--- src/rtl/phy_pkg.sv ---
// Shared PHY lane definitions: serializer state encoding and the K28.5 comma
// character that the Rx aligner also searches for.
package phy_pkg;

  typedef enum logic {
    SYNC   = 1'b0,
    ACTIVE = 1'b1
  } tx_state_e;

  localparam logic [7:0] K28_5 = 8'hBC;

endpackage

--- src/rtl/tx_serializer_if.sv ---
// Parallel word handshake into the transmit serializer.
interface tx_serializer_if #(
  parameter int WIDTH = 8
);

  logic [WIDTH-1:0] data_in;
  logic             valid_in;
  logic             ready_out;

  modport master (output data_in, output valid_in, input ready_out);
  modport slave  (input data_in, input valid_in, output ready_out);

endinterface

--- src/rtl/tx_serializer.sv ---
// MSB-first parallel-to-serial transmitter with a post-reset comma training
// burst and idle fill whenever no word is offered on a load slot.
module tx_serializer
  import phy_pkg::*;
#(
  parameter int               WIDTH  = 8,
  parameter logic [WIDTH-1:0] IDLE   = WIDTH'(K28_5),
  parameter int               N_SYNC = 4
) (
  input  logic           clk,
  input  logic           rst,
  input  logic           enb,
  tx_serializer_if.slave tx,
  output logic           data_out,
  output logic           byte_strobe,
  output logic           active
);

  localparam int CNT_W  = (WIDTH > 1) ? $clog2(WIDTH) : 1;
  localparam int SYNC_W = $clog2(N_SYNC + 1);

  tx_state_e          state_q,       state_d;
  logic [CNT_W-1:0]   bit_cnt_q,     bit_cnt_d;
  logic [SYNC_W-1:0]  sync_cnt_q,    sync_cnt_d;
  logic [WIDTH-1:0]   shreg_q,       shreg_d;
  logic               data_out_q,    data_out_d;
  logic               byte_strobe_q, byte_strobe_d;
  logic               active_q,      active_d;

  logic [WIDTH-1:0]   word;
  logic               is_load;
  logic               is_last;

  function automatic logic [SYNC_W-1:0] sat_inc(input logic [SYNC_W-1:0] v);
    return (v == SYNC_W'(N_SYNC)) ? v : v + SYNC_W'(1);
  endfunction

  assign is_load      = (bit_cnt_q == '0);
  assign is_last      = (bit_cnt_q == CNT_W'(WIDTH - 1));
  assign tx.ready_out = enb && (state_q == ACTIVE) && is_load;

  always_comb begin
    state_d       = state_q;
    bit_cnt_d     = bit_cnt_q;
    sync_cnt_d    = sync_cnt_q;
    shreg_d       = shreg_q;
    data_out_d    = data_out_q;
    byte_strobe_d = byte_strobe_q;
    word          = IDLE;

    if (enb) begin
      bit_cnt_d = is_last ? '0 : bit_cnt_q + CNT_W'(1);
      if (is_load) begin
        // Data only replaces the comma once training is complete.
        if (state_q == ACTIVE && tx.valid_in) word = tx.data_in;
        data_out_d    = word[WIDTH-1];
        shreg_d       = word << 1;
        byte_strobe_d = 1'b1;
        if (state_q == SYNC) sync_cnt_d = sat_inc(sync_cnt_q);
      end else begin
        data_out_d    = shreg_q[WIDTH-1];
        shreg_d       = shreg_q << 1;
        byte_strobe_d = 1'b0;
      end
      if (state_q == SYNC && is_last && sync_cnt_q == SYNC_W'(N_SYNC)) state_d = ACTIVE;
    end

    active_d = (state_d == ACTIVE);
  end

  always_ff @(posedge clk) begin
    if (rst) begin
      state_q       <= SYNC;
      bit_cnt_q     <= '0;
      sync_cnt_q    <= '0;
      shreg_q       <= '0;
      data_out_q    <= 1'b0;
      byte_strobe_q <= 1'b0;
      active_q      <= 1'b0;
    end else begin
      state_q       <= state_d;
      bit_cnt_q     <= bit_cnt_d;
      sync_cnt_q    <= sync_cnt_d;
      shreg_q       <= shreg_d;
      data_out_q    <= data_out_d;
      byte_strobe_q <= byte_strobe_d;
      active_q      <= active_d;
    end
  end

  assign data_out    = data_out_q;
  assign byte_strobe = byte_strobe_q;
  assign active      = active_q;

endmodule

--- src/flat_wrapper.sv ---
// flat-port wrapper written by rule: the top's interface ports become plain ports
module tx_serializer_flat import phy_pkg::*;
#(
  parameter int               WIDTH  = 8,
  parameter logic [WIDTH-1:0] IDLE   = WIDTH'(K28_5),
  parameter int               N_SYNC = 4
)
  (clk, rst, enb, data_out, byte_strobe, active, tx_data_in, tx_valid_in, tx_ready_out);
  tx_serializer_if #(.WIDTH(WIDTH)) tx_i ();
  input  logic clk;
  input  logic rst;
  input  logic enb;
  output logic data_out;
  output logic byte_strobe;
  output logic active;
  input wire logic [$bits(tx_i.data_in)-1:0] tx_data_in;
  input wire logic [$bits(tx_i.valid_in)-1:0] tx_valid_in;
  output wire logic [$bits(tx_i.ready_out)-1:0] tx_ready_out;
  assign tx_i.data_in = tx_data_in;
  assign tx_i.valid_in = tx_valid_in;
  assign tx_ready_out = tx_i.ready_out;
  tx_serializer #(.WIDTH(WIDTH), .IDLE(IDLE), .N_SYNC(N_SYNC)) u_core (.clk(clk), .rst(rst), .enb(enb), .tx(tx_i), .data_out(data_out), .byte_strobe(byte_strobe), .active(active));
endmodule
--- config.mk ---
export PLATFORM = sky130hd
export DESIGN_NAME = tx_serializer_flat
export DESIGN_NICKNAME = d
export VERILOG_FILES = /design/src/rtl/phy_pkg.sv /design/src/rtl/tx_serializer_if.sv /design/src/rtl/tx_serializer.sv /design/src/flat_wrapper.sv
export SDC_FILE = /design/constraint.sdc
export NUM_CORES = 1
export LEC_CHECK = 0
export ABC_CLOCK_PERIOD_IN_PS = 2300
export CORE_MARGIN = 5
export CORE_UTILIZATION = 52
export CTS_CLUSTER_DIAMETER = 200
export DETAILED_ROUTE_END_ITERATION = 16
export PLACE_DENSITY = 0.81
export SLEW_MARGIN = 5
export SYNTH_ARGS = -nofsm -noshare
export SYNTH_HDL_FRONTEND = slang
export SYNTH_SLANG_ARGS = --single-unit
--- constraint.sdc ---
create_clock -name clk -period 2.3 [get_ports clk]
set_input_delay 0.69 -clock clk [delete_from_list [all_inputs] [get_ports clk]]
set_output_delay 0.69 -clock clk [all_outputs]
set_load 0.03 [all_outputs]
======== Word-level counts from Yosys, hierarchy flattened ========
Cells that the tools add are included.
cells by class
  equality and inequality tests ........... 2
  reduce and logical (&&, ||, !) cells .... 8
  order comparisons ....................... 0
  bitwise logic cells ..................... 2
  multiplexer cells ....................... 5
  divide/modulo/power cells ............... 0
  multiply operators ...................... 0
  shift operators ......................... 0
  add/sub/neg operators ................... 2
operators with widths
  cell                 count
  $mux 8               2
  $add 3x1->3 const B  2
  $eq 3x3->1 const B   2
  $logic_and 1x1->1    5
  $reduce_and 4->1     1
  $logic_not 3->1      1
  $mux 3               1
  $mux 1               2
  $not 1->1            2
  $reduce_and 2->1     1
storage, ports and cells
  input bits .............................. 12
  bits in read-only memories .............. 0
  register bits ........................... 17
  bits in writable memories ............... 0
  latch bits .............................. 0
  memories kept ........................... 0

======== Longest topological paths before layout ========
Gate-level depths: netlist of the first run.
  word-level depth ........................ 4
  depth in mapped cells ................... 5
  depth with buffers taken out ............ 5

======== Worst setup path before layout of the first run ========
No wires, ideal clock.
  path type ............................... input to output
  start point ............................. input enb
  end point ............................... output tx_ready_out
  data required time ...................... 1.610 ns
  path buffers ............................ 0
  data arrival time ....................... 1.122 ns
  path slack .............................. 0.488 ns
  stages on the path ...................... 2
  cell sequence ........................... nand4b_1 > inv_1
on the way
  longest elaborated chain between the ends .. 2
ends and longest elaborated chain
  element                         line                 text
  from (decl)                     flat_wrapper.sv:12   input logic enb;
  $logic_and 1x1->1 (2 in a row)  tx_serializer.sv:40  assign tx.ready_out = enb && (state_q == ACTIVE) && is_load;
  to (decl)                       flat_wrapper.sv:18   output wire logic [$bits(tx_i.ready_out)-1:0] tx_ready_out;
No other way between the ends.

======== Worst setup path after layout of the first run ========
Ends and elaborated chain as after synthesis.

==> reports/qor.csv, run 1 <==
metric;value;unit
Slew headroom;76.2;%
Total Routing Usage GR;14.9;%
TritonRoute pass-1 iters;4;
Initial Util;53.4;%
Flop pwr share;54.7;%
Clock Path Buffers;2;
Synth Register Bits;16;
first-pass GRT wire length;2800;µm
global placement routability congestion;0.742;
Net Switching;0.000148;W
Seq/Total Area, Yosys;40.8;%
largest net degree at the start of global routing;23;
Post-Syn Area per Cell;9.03;µm²
required time of the worst setup path;1.61;ns
Clk pwr share;25.0;%
Tcrit/Tclk final;96.1;%
Static Leakage;0.401;nW
Design Power;0.000562;W
fin. max-slew vios;0;
Worst Clk Skew;0.00315;ns
share of cells above drive strength 1;9.43;%
setup total negative slack;0;ns
CTS tree;done;
per-cell routed wire length;14.0;µm
hold buffer count at CTS;0;
max cap viols;0;
H-tree Lvls;1;
worst skew pair latency;0.28;ns
peak supply drop;357;µV
Netlist cell types;26;
Overflow after GRT;0;
die area;2390;µm²
Post CTS Setup Buffer Count;0;
reg2reg end;u_core.sync_cnt_q[0]$_SDFFE_PP0P_;
CP Capture Type;output port;
kind of cell adding the most delay to the critical path;buffers and inverters;
warnings from Yosys;0;
clock slew at reported path FFs;0.08;ns
r2r setup slk;0.86;ns
Comb power frac;20.3;%
Resized Gates After CTS;0;
crit path to;tx_ready_out;
clock sink count;16;
CP startpoint kind;input port;
Starting DRT DRC Count;19;
total nets after synthesis;104;
Power per Cell Area;564;nW/µm²
mapped cell area;786;µm²
PortBufs;15;
core box area;1470;µm²
Final nets;125;
cts bufs inserted;3;
Synth Instances;87;
Die W;48.9;µm
initial antenna violation count;0;
RSZ-0062 raised after global routing;false;
Ports;16;
Vias/cell;5.68;
diodes inserted;0;
crit-path cells;clkdlybuf4s50_1 -> nand4b_1 -> inv_1 -> buf_4;
Sw Ratio;26.3;%
CP Max Fanout;2;
Worst path slowest cell;clkdlybuf4s50_1;
fin crit period;2.21;ns
Max Freq;452;MHz
internal power;0.000414;W
worst hold path class;reg2reg;
Fin. Hold Viols;0;
Die H;48.9;µm
Rows;14;
worst hold slack;0.479;ns
crit path DAT;1.52;ns
Clock Root Buffer;clkbuf_4;
HPWL after DPL;1250;µm
# setup viols final;0;
Levels on crit path;4;
total number of vias;693;
total wire length;1700;µm
vias in the first global route;624;
CP peak stage delay;0.48;ns
Synth-to-Final Area Change;26.8;%
worst-margin pin slew;0.356;ns
CP startpoint;enb;
detailed-route DRC error count;0;
Crit path buffers/inverters;3;
Routed Antenna Nets;0;
FF-to-FF Start;u_core.bit_cnt_q[0]$_SDFFE_PP0P_;
Worst Reg-to-Reg Cells;5;
outcome;completed;
kind of critical path;in2out;
Yosys cell counts:
| master | n | area, µm² |
|---|---|---|
| nand3_1 | 1 | 5.00 |
| nand4bb_1 | 1 | 11.3 |
| ha_1 | 5 | 62.6 |
| a211oi_1 | 2 | 15.0 |
| clkbuf_1 | 2 | 7.51 |
| mux2_1 | 1 | 11.3 |
| nand2b_1 | 2 | 12.5 |
| nand4b_1 | 1 | 8.76 |
| and4b_1 | 1 | 10.0 |
| o22ai_1 | 1 | 6.26 |
| a21oi_2 | 1 | 8.76 |
| nand2_1 | 3 | 11.3 |
| a41oi_1 | 1 | 8.76 |
| inv_1 | 7 | 26.3 |
| nor4_1 | 5 | 31.3 |
| a21oi_1 | 1 | 5.00 |
| and2_1 | 1 | 6.26 |
| nor3b_1 | 10 | 75.1 |
| nor2_1 | 14 | 52.6 |
| mux2i_1 | 4 | 40.0 |
| o41ai_1 | 1 | 8.76 |
| dfxtp_1 | 16 | 320 |
| o311ai_1 | 1 | 8.76 |
| and2b_1 | 1 | 7.51 |
| a22oi_1 | 2 | 15.0 |
| buf_2 | 2 | 10.0 |
through the flow:
step	area [µm²]	worst slack, ns	util [%]	cells
finish	996	0.0897	67.7	122
global route	996	0.0430	67.7	122
CTS	996	0.0831	67.7	122
detailed placement	973	0.0909	66.2	119
global placement	973	0.0957	66.2	119
floorplan	786	0.488	-	87
power groups by stage:
stage / Combinational (W) / Clock, W / Sequential, W
finish: 0.000114 / 0.000141 / 0.000308
global route: 0.000126 / 0.000161 / 0.000310
CTS: 0.000115 / 0.000146 / 0.000308
detailed placement: 0.000114 / 0 / 0.000314
global placement: 0.000109 / 0 / 0.000313
floorplan: 0.0000624 / 0 / 0.000318
worst min-delay path, delay by kind of cell, from the launching register on:
kind / cells / cell delay (ns)
AND/OR/NAND/NOR: 1 / 0.07
flip-flops: 1 / 0.32
AO/OA/AOI/OAI: 1 / 0.05
worst min-delay path by stage:
stage / from / endpoint / slack [ns] / depth (start not counted)
after floorplan: u_core.shreg_q[1]$_SDFFE_PP0P_ / u_core.shreg_q[1]$_SDFFE_PP0P_ / 0.45 / 2
after global placement: u_core.shreg_q[1]$_SDFFE_PP0P_ / u_core.shreg_q[1]$_SDFFE_PP0P_ / 0.46 / 2
after detailed placement: u_core.shreg_q[5]$_SDFFE_PP0P_ / u_core.shreg_q[5]$_SDFFE_PP0P_ / 0.47 / 2
after CTS: u_core.shreg_q[1]$_SDFFE_PP0P_ / u_core.shreg_q[1]$_SDFFE_PP0P_ / 0.48 / 2
after global routing: u_core.shreg_q[1]$_SDFFE_PP0P_ / u_core.shreg_q[1]$_SDFFE_PP0P_ / 0.50 / 2
final: u_core.shreg_q[1]$_SDFFE_PP0P_ / u_core.shreg_q[1]$_SDFFE_PP0P_ / 0.48 / 2
state kept, by name, summed over array words and instances (netlist names):
name	cells
u_core.data_out	1
u_core.state_q	1
u_core.byte_strobe	1
u_core.sync_cnt_q	3
u_core.bit_cnt_q	3
u_core.shreg_q	7
cell type report:
type,count,area [µm²]
fill,127,475
sequential,16,320
inverter,7,26.3
multi-input combinational,60,422
tap,16,20.0
clock buffer,3,22.5
timing repair buffer,20,185
cells by family after synthesis:
family	after synthesis	synth area share (%)
AOI/OAI and AO/OA	10	9.71
adders and majority gates	5	7.96
buffers and inverters	11	5.57
DFF	16	40.8
muxes	5	6.53
and+or+nand+nor	40	29.5
cell usage in the layout (no fill, tap or decap):
cell type	count
a21oi_2	1
mux2i_1	4
mux2_1	1
clkbuf_4	3
inv_1	7
and2_1	1
clkdlybuf4s50_1	14
a21oi_1	1
nor2_1	14
a211oi_1	2
and2b_1	1
ha_1	5
nand2_1	3
dfxtp_1	16
nor3b_1	10
o41ai_1	1
nand4b_1	1
and4b_1	1
a41oi_1	1
o22ai_1	1
buf_4	6
nor4_1	5
a22oi_1	2
nand4bb_1	1
nand3_1	1
nand2b_1	2
o311ai_1	1
layer usage:
layer	vias to the layer above	track usage, %	routed length [µm]
met3	4	5.20	104
met1	321	18.6	749
met2	22	22.4	816
li1	346	-	-
met5	-	0	0
met4	0	7.62	33
Note: power is estimated with default switching activity, not from simulation.
==> inputs of run 2 (changes only) <==
--- a/config.mk
+++ b/config.mk
@@ -6,7 +6,7 @@
 export NUM_CORES = 1
 export LEC_CHECK = 0
 export ABC_CLOCK_PERIOD_IN_PS = 2300
-export CORE_MARGIN = 5
+export CORE_MARGIN = 2
 export CORE_UTILIZATION = 52
 export CTS_CLUSTER_DIAMETER = 200
 export DETAILED_ROUTE_END_ITERATION = 16
==> run 2 against run 1 <==
  * First-iteration DRC count shrank 32%
  * Cell area did not move
  * Die area is 23% lower
  * Critical path depth unchanged
  * Hold slack better by 0.0050 ns
  * Setup slack improved by 0.0046 ns
  * Critical endpoint unchanged
  * Total power up 0.83%
  * Cell count unchanged
  * Combinational power barely moved
  * Flip-flop and latch count unchanged
  * Clock-buffer cell count did not move
  * Register-to-register slack about the same
==> reports/qor.csv, run 2 (synthesized netlist as in run 1, its figures left out) <==
metric;value;unit;change
outcome;completed;;unchanged
fin. max-slew vios;0;;unchanged
post-route insts no fill;122;;unchanged
cts bufs inserted;3;;unchanged
max cap viols;0;;unchanged
PortBufs;15;;unchanged
Fin. Hold Viols;0;;unchanged
first-pass GRT wire length;2610;µm;was 2800 µm
dpl cells;119;;unchanged
peak supply drop;445;µV;was 357 µV
CP startpoint kind;input port;;unchanged
worst-margin pin slew;0.316;ns;was 0.356 ns
Die W;42.9;µm;was 48.9 µm
TritonRoute pass-1 iters;4;;unchanged
hold buffer count at CTS;0;;unchanged
Overflow after GRT;0;;unchanged
CP startpoint;enb;;unchanged
max reg flops;7;;unchanged
Total Routing Usage GR;19.0;%;was 14.9%
vias in the first global route;616;;was 624
clock slew at reported path FFs;0.09;ns;was 0.08 ns
worst hold path class;reg2reg;;unchanged
required time of the worst setup path;1.61;ns;about the same
CTS tree;done;;unchanged
setup total negative slack;0;ns;unchanged
CP Max Fanout;2;;unchanged
# setup viols final;0;;unchanged
Clock Root Buffer;clkbuf_4;;unchanged
Resized Gates After CTS;0;;unchanged
per-cell routed wire length;12.9;µm;was 14.0 µm
Worst Clk Skew;0.00478;ns;was 0.00315 ns
worst hold slack;0.484;ns;was 0.479 ns
initial antenna violation count;0;;unchanged
Max Freq;453;MHz;was 452 MHz
hold path startpoint;u_core.shreg_q[1]$_SDFFE_PP0P_;;unchanged
Power per Cell Area;569;nW/µm²;was 564 nW/µm²
Final nets;125;;unchanged
diodes inserted;0;;unchanged
total wire length;1570;µm;was 1700 µm
worst skew pair latency;0.28;ns;about the same
clock sink count;16;;unchanged
most frequent cells in the layout;dfxtp_1, nor2_1, clkdlybuf4s50_1;;unchanged
detailed-route DRC error count;0;;unchanged
Filler cells;123;;was 127
die area;1840;µm²;was 2390 µm²
H-tree Lvls;1;;unchanged
Slew headroom;78.9;%;was 76.2%
Synth-to-Final Area Change;26.8;%;unchanged
Rows;14;;unchanged
fin crit period;2.21;ns;about the same
largest register by flop count;u_core.shreg_q;;unchanged
total number of vias;681;;was 693
FF-to-FF Start;u_core.bit_cnt_q[0]$_SDFFE_PP0P_;;unchanged
crit path DAT;1.52;ns;about the same
Worst Reg-to-Reg Cells;5;;unchanged
CP Capture Type;output port;;unchanged
global placement routability congestion;0.720;;was 0.742
Tcrit/Tclk final;95.9;%;was 96.1%
HPWL after DPL;1170;µm;was 1250 µm
Ports;16;;unchanged
commonest non-fill, non-tap cell in the layout;dfxtp_1;;unchanged
Vias/cell;5.58;;was 5.68
RSZ-0062 raised after global routing;false;;unchanged
share of cells above drive strength 1;9.43;%;unchanged
Clock Path Buffers;2;;unchanged
core box area;1450;µm²;was 1470 µm²
Initial Util;54.0;%;was 53.4%
Starting DRT DRC Count;13;;was 19
Routed Antenna Nets;0;;unchanged
Largest regs;u_core.shreg_q (7), u_core.bit_cnt_q (3), u_core.sync_cnt_q (3);;unchanged
Static Leakage;0.401;nW;unchanged
kind of critical path;in2out;;unchanged
hold depth;2;;unchanged
Post CTS Setup Buffer Count;0;;unchanged
Die H;42.9;µm;was 48.9 µm
largest net degree at the start of global routing;23;;unchanged
==> run 2: layout make-up <==
class	count	area, µm²	area share, %
Tap cell	16	20.0	2.01
Timing Repair Buffer	20	185	18.6
Clock buffer	3	22.5	2.26
Multi-Input combinational cell	60	422	42.3
Inverter	7	26.3	2.64
Sequential cell	16	320	32.2
==> run 2: worst max-delay path, cell delays in order <==
cell and delay, ns:
clkdlybuf4s50_1 0.47, nand4b_1 0.12, inv_1 0.08, buf_4 0.15
==> run 2: metrics by stage <==
step / total power [W] / area, µm² / util [%] / worst slack (ns)
6_report: 0.000567 / 996 / 68.5 / 0.0943
5_1_grt: 0.000591 / 996 / 68.5 / 0.0285
4_1_cts: 0.000568 / 996 / 68.5 / 0.0871
3_5_place_dp: 0.000427 / 973 / 67.0 / 0.0915
3_3_place_gp: 0.000422 / 973 / 67.0 / 0.0898
2_1_floorplan: 0.000381 / 786 / - / 0.488
==> run 2: report_power, final <==
group | internal, W | leakage, nW | switching [W]
Clock | 0.0000608 | 0.0138 | 0.0000855
Combinational | 0.0000574 | 0.256 | 0.0000552
Sequential | 0.000296 | 0.132 | 0.0000120
==> run 2: worst paths after layout <==
check / endpoint / slack (ns)
worst max-delay path: tx_ready_out / 0.09
worst min-delay path: u_core.shreg_q[1]$_SDFFE_PP0P_ / 0.48
worst max register to register: u_core.sync_cnt_q[0]$_SDFFE_PP0P_ / 0.86
worst min register to register: u_core.shreg_q[1]$_SDFFE_PP0P_ / 0.48
==> run 2: metal layers <==
| layer | track usage, % | routed length (µm) |
|---|---|---|
| met1 | 26.0 | 773 |
| met2 | 27.0 | 687 |
| met4 | 13.8 | 44 |
| met3 | 2.55 | 63 |
| met5 | 0 | 0 |
==> inputs of run 3 (changes only) <==
--- a/config.mk
+++ b/config.mk
@@ -7,10 +7,12 @@
 export LEC_CHECK = 0
 export ABC_CLOCK_PERIOD_IN_PS = 2300
 export CORE_MARGIN = 2
-export CORE_UTILIZATION = 52
+export CORE_UTILIZATION = 55
+export CTS_BUF_LIST = sky130_fd_sc_hd__clkbuf_8
 export CTS_CLUSTER_DIAMETER = 200
 export DETAILED_ROUTE_END_ITERATION = 16
-export PLACE_DENSITY = 0.81
+export GPL_TIMING_DRIVEN = 0
+export PLACE_DENSITY = 0.85
 export SLEW_MARGIN = 5
 export SYNTH_ARGS = -nofsm -noshare
 export SYNTH_HDL_FRONTEND = slang
==> run 3 against run 2 <==
  * Global-route usage is 2.2 points higher
  * Via count grew 0.15%
  * Critical path depth stayed put
  * Sequential power about the same
  * Routed wire length up 6.6%
  * Clock skew fell by 0.0036 ns
  * Critical endpoint unchanged
==> reports/qor.csv, run 3 (synthesized netlist as in run 1, its figures left out) <==
metric;value;unit;change
CP startpoint kind;input port;;unchanged
required time of the worst setup path;1.61;ns;about the same
worst-margin pin slew;0.434;ns;was 0.316 ns
CTS tree;done;;unchanged
Tcrit/Tclk final;96.5;%;was 95.9%
internal power;0.000500;W;was 0.000414 W
kind of critical path;in2out;;unchanged
Flop pwr share;46.3;%;was 54.3%
worst skew pair latency;0.25;ns;was 0.28 ns
Routed Antenna Nets;0;;unchanged
Die H;41.8;µm;was 42.9 µm
Power per Cell Area;661;nW/µm²;was 569 nW/µm²
clock slew at reported path FFs;0.06;ns;was 0.09 ns
Ports;16;;unchanged
Final nets;124;;was 125
Slew headroom;71.0;%;was 78.9%
# setup viols final;0;;unchanged
fin. max-slew vios;0;;unchanged
max cap viols;0;;unchanged
Vias/cell;5.64;;was 5.58
crit path DAT;1.53;ns;was 1.52 ns
per-cell routed wire length;13.8;µm;was 12.9 µm
most frequent cells in the layout;dfxtp_1, nor2_1, clkdlybuf4s50_1;;unchanged
outcome;completed;;unchanged
global placement routability congestion;0.755;;was 0.720
GR Util met3;4.78;%;was 2.55%
core box area;1320;µm²;was 1450 µm²
total number of vias;682;;was 681
HPWL after DPL;1130;µm;was 1170 µm
CP Max Fanout;6;;was 2
Net Switching;0.000166;W;was 0.000153 W
Initial Util;59.6;%;was 54.0%
worst hold slack;0.479;ns;was 0.484 ns
initial antenna violation count;0;;unchanged
Largest regs;u_core.shreg_q (7), u_core.bit_cnt_q (3), u_core.sync_cnt_q (3);;unchanged
CP Capture Type;output port;;unchanged
cts bufs inserted;3;;unchanged
commonest non-fill, non-tap cell in the layout;dfxtp_1;;unchanged
Worst Clk Skew;0.00121;ns;was 0.00478 ns
Clock Path Buffers;2;;unchanged
clock sink count;16;;unchanged
GRT met2 Usage;36.6;%;was 27.0%
largest net degree at the start of global routing;11;;was 23
detailed-route DRC error count;0;;unchanged
Fin. Hold Viols;0;;unchanged
peak supply drop;573;µV;was 445 µV
Sw Ratio;24.9;%;was 26.9%
diodes inserted;0;;unchanged
Finished Core Util;76.4;%;was 68.5%
vias in the first global route;659;;was 616
Total Routing Usage GR;21.2;%;was 19.0%
first-pass GRT wire length;2790;µm;was 2610 µm
met1 GRT Util;23.4;%;was 26.0%
Synth-to-Final Area Change;28.2;%;was 26.8%
RSZ-0062 raised after global routing;false;;unchanged
Clock Root Buffer;clkbuf_8;;was clkbuf_4
global routing's busiest layer;met2;;unchanged
Clk pwr share;37.7;%;was 25.8%
Comb power frac;16.0;%;was 19.9%
Max Freq;451;MHz;was 453 MHz
H-tree Lvls;1;;unchanged
Rows;13;;was 14
Static Leakage;0.403;nW;was 0.401 nW
TritonRoute pass-1 iters;4;;unchanged
Starting DRT DRC Count;14;;was 13
share of cells above drive strength 1;8.49;%;was 9.43%
PortBufs;14;;was 15
Die W;41.8;µm;was 42.9 µm
total wire length;1670;µm;was 1570 µm
Overflow after GRT;0;;unchanged
worst hold path class;reg2reg;;unchanged
largest register by flop count;u_core.shreg_q;;unchanged
die area;1750;µm²;was 1840 µm²
max reg flops;7;;unchanged
fin crit period;2.22;ns;was 2.21 ns
## run 3: layout make-up
| type | instances | area [µm²] |
|---|---|---|
| well taps | 15 | 18.8 |
| fillers | 99 | 310 |
| flip-flops and latches | 16 | 320 |
| multi-input cells | 60 | 422 |
| inverters | 7 | 26.3 |
| plain buffers | 4 | 17.5 |
| repair buffers | 15 | 148 |
| clock buffers | 4 | 55.1 |
## run 3: critical path: stages
cell and delay, ns:
dlygate4sd2_1 0.30, nand4b_1 0.17, inv_1 0.08, clkdlybuf4s15_2 0.29
## run 3: final timing paths
check,from,end,slack [ns],depth (start not counted)
worst max-delay path,enb,tx_ready_out,0.08,4
worst min-delay path,u_core.shreg_q[1]$_SDFFE_PP0P_,u_core.shreg_q[1]$_SDFFE_PP0P_,0.48,2
worst max register to register,u_core.bit_cnt_q[0]$_SDFFE_PP0P_,u_core.sync_cnt_q[0]$_SDFFE_PP0P_,0.84,5
worst min register to register,u_core.shreg_q[1]$_SDFFE_PP0P_,u_core.shreg_q[1]$_SDFFE_PP0P_,0.48,2
## run 3: power groups by stage
stage / Sequential (W) / Clock [W] / Combinational, W
2_1_floorplan: 0.000318 / 0 / 0.0000624
3_3_place_gp: 0.000313 / 0 / 0.000104
3_5_place_dp: 0.000314 / 0 / 0.000106
4_1_cts: 0.000308 / 0.000255 / 0.000108
5_1_grt: 0.000310 / 0.000264 / 0.000119
6_report: 0.000308 / 0.000251 / 0.000107
## run 3: routing by layer
layer	wire length (µm)	share of wire [%]
met1	754	45
met4	38	2.3
met5	0	0
met3	63	3.8
met2	815	49
## run 3: timing repair
item	CTS	global route
gates resized for setup	4	0
endpoints found under the setup margin	1	0
hold buffers	0	0
buffers inserted	1	0
## run 3: stage by stage
step	power [W]	instances	setup TNS, ns	cell area [µm²]	worst slack [ns]
2_1_floorplan	0.000381	87	0	786	0.488
3_3_place_gp	0.000417	116	-0.687	945	-0.687
3_5_place_dp	0.000420	116	-0.677	945	-0.677
4_1_cts	0.000670	121	0	1010	0.0838
5_1_grt	0.000694	121	0	1010	0.0310
6_report	0.000666	121	0	1010	0.0813
